--- src/rtl/matrix_scan_if.sv ---
// Write port of the matrix frame store: row writes plus frame commit.
// Latency: n/a (signal bundle only).
// Backpressure: wr_ready low while a committed frame waits for its swap.
interface matrix_scan_if #(
  parameter int BIT_COUNT = 3,
  parameter int COL       = 8
);
  logic                 wr_valid;
  logic                 wr_ready;
  logic [BIT_COUNT-1:0] wr_row;
  logic [COL-1:0]       wr_data;
  logic                 commit;

  // game logic side
  modport master (
    output wr_valid, wr_row, wr_data, commit,
    input  wr_ready
  );

  // frame store side
  modport slave (
    input  wr_valid, wr_row, wr_data, commit,
    output wr_ready
  );
endinterface

--- src/rtl/matrix_scan.sv ---
// 8x8 LED matrix row-scan controller with double-buffered frame store.
// Latency: write lands at accepting edge; commit shows at next frame wrap (1..ROW*SCAN_DIV cycles).
// Backpressure: wr_ready drops after commit and returns with swap_done; refused writes are dropped.
module matrix_scan #(
  parameter int ROW       = 8,
  parameter int COL       = 8,
  parameter int BIT_COUNT = 3,
  parameter int SCAN_DIV  = 1000,
  parameter int DIV_W     = 16
) (
  input  logic                 clk,
  input  logic                 rst_n,
  matrix_scan_if.slave         wr,
  output logic [BIT_COUNT-1:0] count_row,
  output logic [ROW-1:0]       row_en,
  output logic [2*COL-1:0]     matrix_word,
  output logic                 frame_start,
  output logic                 swap_done
);

  typedef enum logic {IDLE, PENDING} state_t;

  state_t           state_q, state_d;
  logic [DIV_W-1:0] div;
  logic [COL-1:0]   back  [ROW];
  logic [COL-1:0]   front [ROW];
  logic             tick;
  logic             wrap;
  logic             pending;
  logic             wr_fire;
  logic             swap;
  logic [BIT_COUNT-1:0] idx_lo;
  logic [BIT_COUNT-1:0] idx_hi;

  assign pending     = (state_q == PENDING);
  assign wr.wr_ready = ~pending;
  assign wr_fire     = wr.wr_valid & ~pending;
  assign tick        = (div == DIV_W'(SCAN_DIV - 1));
  assign wrap        = tick && (count_row == BIT_COUNT'(ROW - 1));
  // swap only honours a commit registered before the wrapping tick
  assign swap        = wrap && pending;

  // commit state register
  always_ff @(posedge clk) begin
    if (!rst_n) state_q <= IDLE;
    else        state_q <= state_d;
  end

  // commit arms the swap; the wrapping tick performs it; extra commits are ignored
  always_comb begin
    state_d = state_q;
    case (state_q)
      IDLE:    if (wr.commit) state_d = PENDING;
      PENDING: if (wrap)      state_d = IDLE;
      default: state_d = IDLE;
    endcase
  end

  // row prescaler and scan counter
  always_ff @(posedge clk) begin
    if (!rst_n) begin
      div       <= '0;
      count_row <= '0;
    end else begin
      div <= tick ? '0 : div + 1'b1;
      if (tick) count_row <= wrap ? '0 : count_row + 1'b1;
    end
  end

  // frame boundary and swap pulses, aligned with count_row returning to 0
  always_ff @(posedge clk) begin
    if (!rst_n) begin
      frame_start <= 1'b0;
      swap_done   <= 1'b0;
    end else begin
      frame_start <= wrap;
      swap_done   <= swap;
    end
  end

  // back buffer takes accepted writes; front copies back at the swap
  always_ff @(posedge clk) begin
    if (!rst_n) begin
      for (int i = 0; i < ROW; i++) begin
        back[i]  <= '0;
        front[i] <= '0;
      end
    end else begin
      if (wr_fire) back[wr.wr_row] <= wr.wr_data;
      if (swap) begin
        for (int i = 0; i < ROW; i++) front[i] <= back[i];
      end
    end
  end

  // row drive and column word follow registered count_row directly
  always_comb begin
    idx_lo      = {count_row[BIT_COUNT-1:1], 1'b0};
    idx_hi      = {count_row[BIT_COUNT-1:1], 1'b1};
    row_en      = ROW'(1) << count_row;
    matrix_word = {front[idx_hi], front[idx_lo]};
  end

endmodule

--- src/flat_wrapper.sv ---
// flat-port wrapper written by rule: the top's interface ports become plain ports
module matrix_scan_flat 
#(
  parameter int ROW       = 8,
  parameter int COL       = 8,
  parameter int BIT_COUNT = 3,
  parameter int SCAN_DIV  = 1000,
  parameter int DIV_W     = 16
)
  (clk, rst_n, count_row, row_en, matrix_word, frame_start, swap_done, wr_wr_valid, wr_wr_row, wr_wr_data, wr_commit, wr_wr_ready);
  matrix_scan_if #(.BIT_COUNT(BIT_COUNT), .COL(COL)) wr_i ();
  input  logic clk;
  input  logic rst_n;
  output logic [BIT_COUNT-1:0] count_row;
  output logic [ROW-1:0] row_en;
  output logic [2*COL-1:0] matrix_word;
  output logic frame_start;
  output logic swap_done;
  input wire logic [$bits(wr_i.wr_valid)-1:0] wr_wr_valid;
  input wire logic [$bits(wr_i.wr_row)-1:0] wr_wr_row;
  input wire logic [$bits(wr_i.wr_data)-1:0] wr_wr_data;
  input wire logic [$bits(wr_i.commit)-1:0] wr_commit;
  output wire logic [$bits(wr_i.wr_ready)-1:0] wr_wr_ready;
  assign wr_i.wr_valid = wr_wr_valid;
  assign wr_i.wr_row = wr_wr_row;
  assign wr_i.wr_data = wr_wr_data;
  assign wr_i.commit = wr_commit;
  assign wr_wr_ready = wr_i.wr_ready;
  matrix_scan #(.ROW(ROW), .COL(COL), .BIT_COUNT(BIT_COUNT), .SCAN_DIV(SCAN_DIV), .DIV_W(DIV_W)) u_core (.clk(clk), .rst_n(rst_n), .wr(wr_i), .count_row(count_row), .row_en(row_en), .matrix_word(matrix_word), .frame_start(frame_start), .swap_done(swap_done));
endmodule
--- config.mk ---
export PLATFORM = sky130hd
export DESIGN_NAME = matrix_scan_flat
export DESIGN_NICKNAME = d
export VERILOG_FILES = /design/src/rtl/matrix_scan_if.sv /design/src/rtl/matrix_scan.sv /design/src/flat_wrapper.sv
export SDC_FILE = /design/constraint.sdc
export NUM_CORES = 1
export LEC_CHECK = 0
export BUFFER_PORTS_ARGS = -buffer_cell sky130_fd_sc_hd__buf_2
export CORE_AREA = 2 2 115 117
export DETAILED_ROUTE_END_ITERATION = 7
export DIE_AREA = 0 0 117 119
export PLACE_DENSITY = 0.67
export SETUP_SLACK_MARGIN = 0.1
export SYNTH_ARGS = -nofsm -noshare
export SYNTH_HDL_FRONTEND = slang
export SYNTH_SLANG_ARGS = --single-unit
--- constraint.sdc ---
create_clock -name clk -period 10.5 [get_ports clk]
set_clock_uncertainty 0.05 [all_clocks]
set_input_delay 1.05 -clock clk [delete_from_list [all_inputs] [get_ports clk]]
set_output_delay 1.05 -clock clk [all_outputs]
set_load 0.02 [all_outputs]
==> impl_metrics.tcl <==
set metrics [dict create \
    synthesis.yosys.warnings 0 \
    fin_crit_ns 3.10 \
    cp_slowest_stage_delay_ns 0.95 \
    clock_path_buffers 2 \
    worstPathRequired_ns 9.40 \
    grt_antenna_before_repair 0 \
    clock_transition_time_at_the_flip_flop_clock_pins_of_the_worst_setup_and_hold_paths_ns 0.06 \
    worst_slack_ns 7.40 \
    hp-class "register to register" \
    routedWlPerCell_um 16.9 \
    clock_sinks 152 \
    cts-buffers-inserted 17 \
    slew-limit-headroom_pct 25.4 \
    synthesis.nets 445 \
    fp.dieH_um 119 \
    postSynthCellCount 423 \
    mappedNetlistArea_um2 6260 \
    global_route.overflow_total 0 \
    vias 3353 \
    via_per_inst 5.03 \
    worst_hold_path.num_cells 1 \
    chipWidth_um 117 \
    post-synth-top-count-cell "sky130_fd_sc_hd__and2_1" \
    timing_worst_setup_path_type "register to primary output" \
    area_growth_syn_to_layout_pct 16.8 \
    crit_path_cell_trace "mux4_2 > buf_2" \
    postRouteWirelength_um 11300 \
    final_cell_count_no_fill 666 \
    worst_ir_drop_vdd_uv 109 \
    cts_tree "built" \
    net_count_of_the_finished_layout 500 \
    synth-compound-area-share_pct 0.879 \
    timing.critical_path.arrival_ns 2.00 \
    synth_area_leader_cell "sky130_fd_sc_hd__edfxtp_1" \
    internal_power_component_mw 1.08 \
    crit_path_start_kind "register" \
    synthMuxAreaShare_pct 5.91 \
    final.fill_count 1002 \
    leakagePower_nw 2.68 \
    critical-path-top-delay-family "flip-flops" \
    pins_over_their_slew_limit 0 \
    gp_congestion 0.791 \
    main_combinational_cell_family_by_area_after_synthesis "simple AND/OR/NAND/NOR gates" \
    post-route-util_pct 56.8 \
    crit_path_max_fanout 16 \
    path_buf_inv 1 \
    endpoint_kind "primary output" \
    cts_post_setup_buffers_inserted 0 \
    synthXorXnorAreaFrac_pct 1.82 \
    ios 45 \
    drt_iter0_drc 195 \
    crit_path_top_delay_cell "sky130_fd_sc_hd__dfxtp_1" \
    die-area_um2 13900 \
    place_inst 635 \
    grt_use_total_pct 17.8 \
    power.switching_mw 0.263 \
    switching_part_of_the_total_power_pct 19.5 \
    fmax_mhz 323 \
    coreArea_um2 12900 \
    start_util_pct 48.6 \
    finalHoldViolations 0 \
    hpwlAfterDp_um 7400 \
    fin_tns_setup_ns 0 \
    clock_tree.htree_level_count 4 \
    place_worst_setup_slack_ns 7.24 \
    netlist.area_leader.share_pct 61.4 \
    drt_first_pass_iters 4 \
    synth.top_cells.by_count "131 x sky130_fd_sc_hd__and2_1, 128 x sky130_fd_sc_hd__edfxtp_1, 26 x sky130_fd_sc_hd__nor2_1" \
    fp-row-count 42 \
    insertedDiodeCount 0 \
    cap_violations 0 \
    cts_hold_buf 0 \
    post_cts.resized_instances 0 \
    run_status "completed" \
    grt_pass1_vias 3504 \
    clock_tree.root_cell "sky130_fd_sc_hd__clkbuf_16" \
    maximum_number_of_pins_on_one_net_before_global_route_repair 50 \
    post_synth_edffs 128 \
    p_seq_share_pct 50.8 \
    port_buffers 44 \
    synth_seq_area_share_pct 69.1 \
    power_frac_clock_pct 46.0 \
    syn_area_per_cell_um2 14.8 \
    synthTopCellsByArea "sky130_fd_sc_hd__edfxtp_1 61%, sky130_fd_sc_hd__and2_1 13%, sky130_fd_sc_hd__dfxtp_1 7.7%" \
    grt_setup_unrepaired "no" \
    power_per_cell_area_nw_per_um2 184 \
    total_power_mw 1.35 \
    synthArstFlopShare_pct 0 \
    detail_route.drc_violations 0 \
    synth_flop_cell "sky130_fd_sc_hd__edfxtp_1" \
    post_synth_num_cell_types 31 \
    critical_path_depth 2 \
    postPlaceCellArea_um2 6700 \
    worstMarginPinSlew_ns 1.11 \
    synth-adder-area-share_pct 1.40 \
    synth.ff_latch_count 152 \
    stdcell_area_um2 7310 \
    register_to_register_path_depth 5 \
    setup_viol_count_final 0 \
    synth_simple_gate_area_share_pct 19.7 \
    p_comb_share_pct 3.2 \
    min_period_over_period_pct 29.5 \
    drive_gt1_share_pct 20.6 \
    clock_latency_ns 0.41 \
    grt_pass1_wl_um 18200 \
    ant_nets 0 \
    worst_hold_slack_ns 0.406 \
]
power by group through the flow:
stage / registers (mW) / logic [mW] / clock network (mW)
final: 0.685 / 0.0430 / 0.619
after global routing: 0.687 / 0.0472 / 0.651
after CTS: 0.685 / 0.0436 / 0.628
after detailed placement: 0.697 / 0.0435 / 0
after global placement: 0.696 / 0.0427 / 0
after floorplan: 0.695 / 0.0253 / 0
metal layers:
metal / routed length [um] / track usage (%) / vias up
met5: 0 / 0 / -
met3: 599 / 4.58 / 9
met4: 108 / 7.06 / 0
li1: - / - / 1621
met1: 4850 / 23.4 / 1641
met2: 5690 / 28.4 / 82
worst paths after layout:
| check | startpoint | to | slack, ns |
|---|---|---|---|
| hold reg to reg | u_core.div[0] | u_core.div[0] | 0.41 |
| hold / removal | u_core.div[0] | u_core.div[0] | 0.41 |
| setup reg to reg | u_core.div[0] | u_core.front[2][2] | 7.77 |
| setup / recovery | register | matrix_word[7] | 7.40 |
sequential cells by signal (all words and copies together), names as in the netlist, named ones only:
name,count
u_core.back,64
u_core.pending,1
u_core.div,16
u_core.swap_done,1
u_core.front,64
u_core.count_row,3
u_core.frame_start,1
final cells by class:
type | instances | area (um^2) | area share (%)
Tap cell | 176 | 220 | 3.01
Clock inverter | 14 | 183 | 2.50
Multi-Input combinational cell | 252 | 1880 | 25.7
Clock buffer | 17 | 425 | 5.82
Timing Repair Buffer | 49 | 258 | 3.52
Inverter | 6 | 22.5 | 0.308
Sequential cell | 152 | 4320 | 59.1
worst reg2reg max path: stages, from the launching register on:
cell                       delay, ns
sky130_fd_sc_hd__dfxtp_1        0.35
sky130_fd_sc_hd__ha_1           0.23
sky130_fd_sc_hd__and4bb_2       0.28
sky130_fd_sc_hd__nand4b_4       0.21
sky130_fd_sc_hd__o21ai_4        0.59
sky130_fd_sc_hd__buf_4          0.63
placed cells by master, fill, tap and decap left out, types with 3 or more instances in the layout:
cell type,Yosys,layout
sky130_fd_sc_hd__or3_1,3,3
sky130_fd_sc_hd__bufinv_16,0,4
sky130_fd_sc_hd__nor4_1,3,3
sky130_fd_sc_hd__buf_4,0,5
sky130_fd_sc_hd__a21oi_1,3,3
sky130_fd_sc_hd__nand3_1,3,3
sky130_fd_sc_hd__buf_2,2,44
sky130_fd_sc_hd__nor2_1,26,26
sky130_fd_sc_hd__mux4_2,16,16
sky130_fd_sc_hd__nand4_1,5,5
sky130_fd_sc_hd__clkbuf_16,0,17
sky130_fd_sc_hd__and2_1,131,131
sky130_fd_sc_hd__nand2b_1,4,4
sky130_fd_sc_hd__nand2_1,11,11
sky130_fd_sc_hd__o21ai_0,8,7
sky130_fd_sc_hd__clkinvlp_4,0,3
sky130_fd_sc_hd__xnor2_1,10,10
sky130_fd_sc_hd__inv_1,6,6
sky130_fd_sc_hd__nor2b_1,3,3
sky130_fd_sc_hd__dfxtp_1,24,24
sky130_fd_sc_hd__ha_1,7,7
sky130_fd_sc_hd__edfxtp_1,128,128
sky130_fd_sc_hd__xor2_1,3,3
sky130_fd_sc_hd__clkinv_2,0,3
sky130_fd_sc_hd__nor3_1,7,7
logic make-up after synthesis:
kind of cell / count (synthesis)
xor gates and xnor gates: 13
adders and majority gates: 7
DFF: 152
muxes: 17
AOI/OAI and AO/OA: 11
buffers and inverters: 19
and+or+nand+nor: 204
Power figures use the tool's default switching activity.
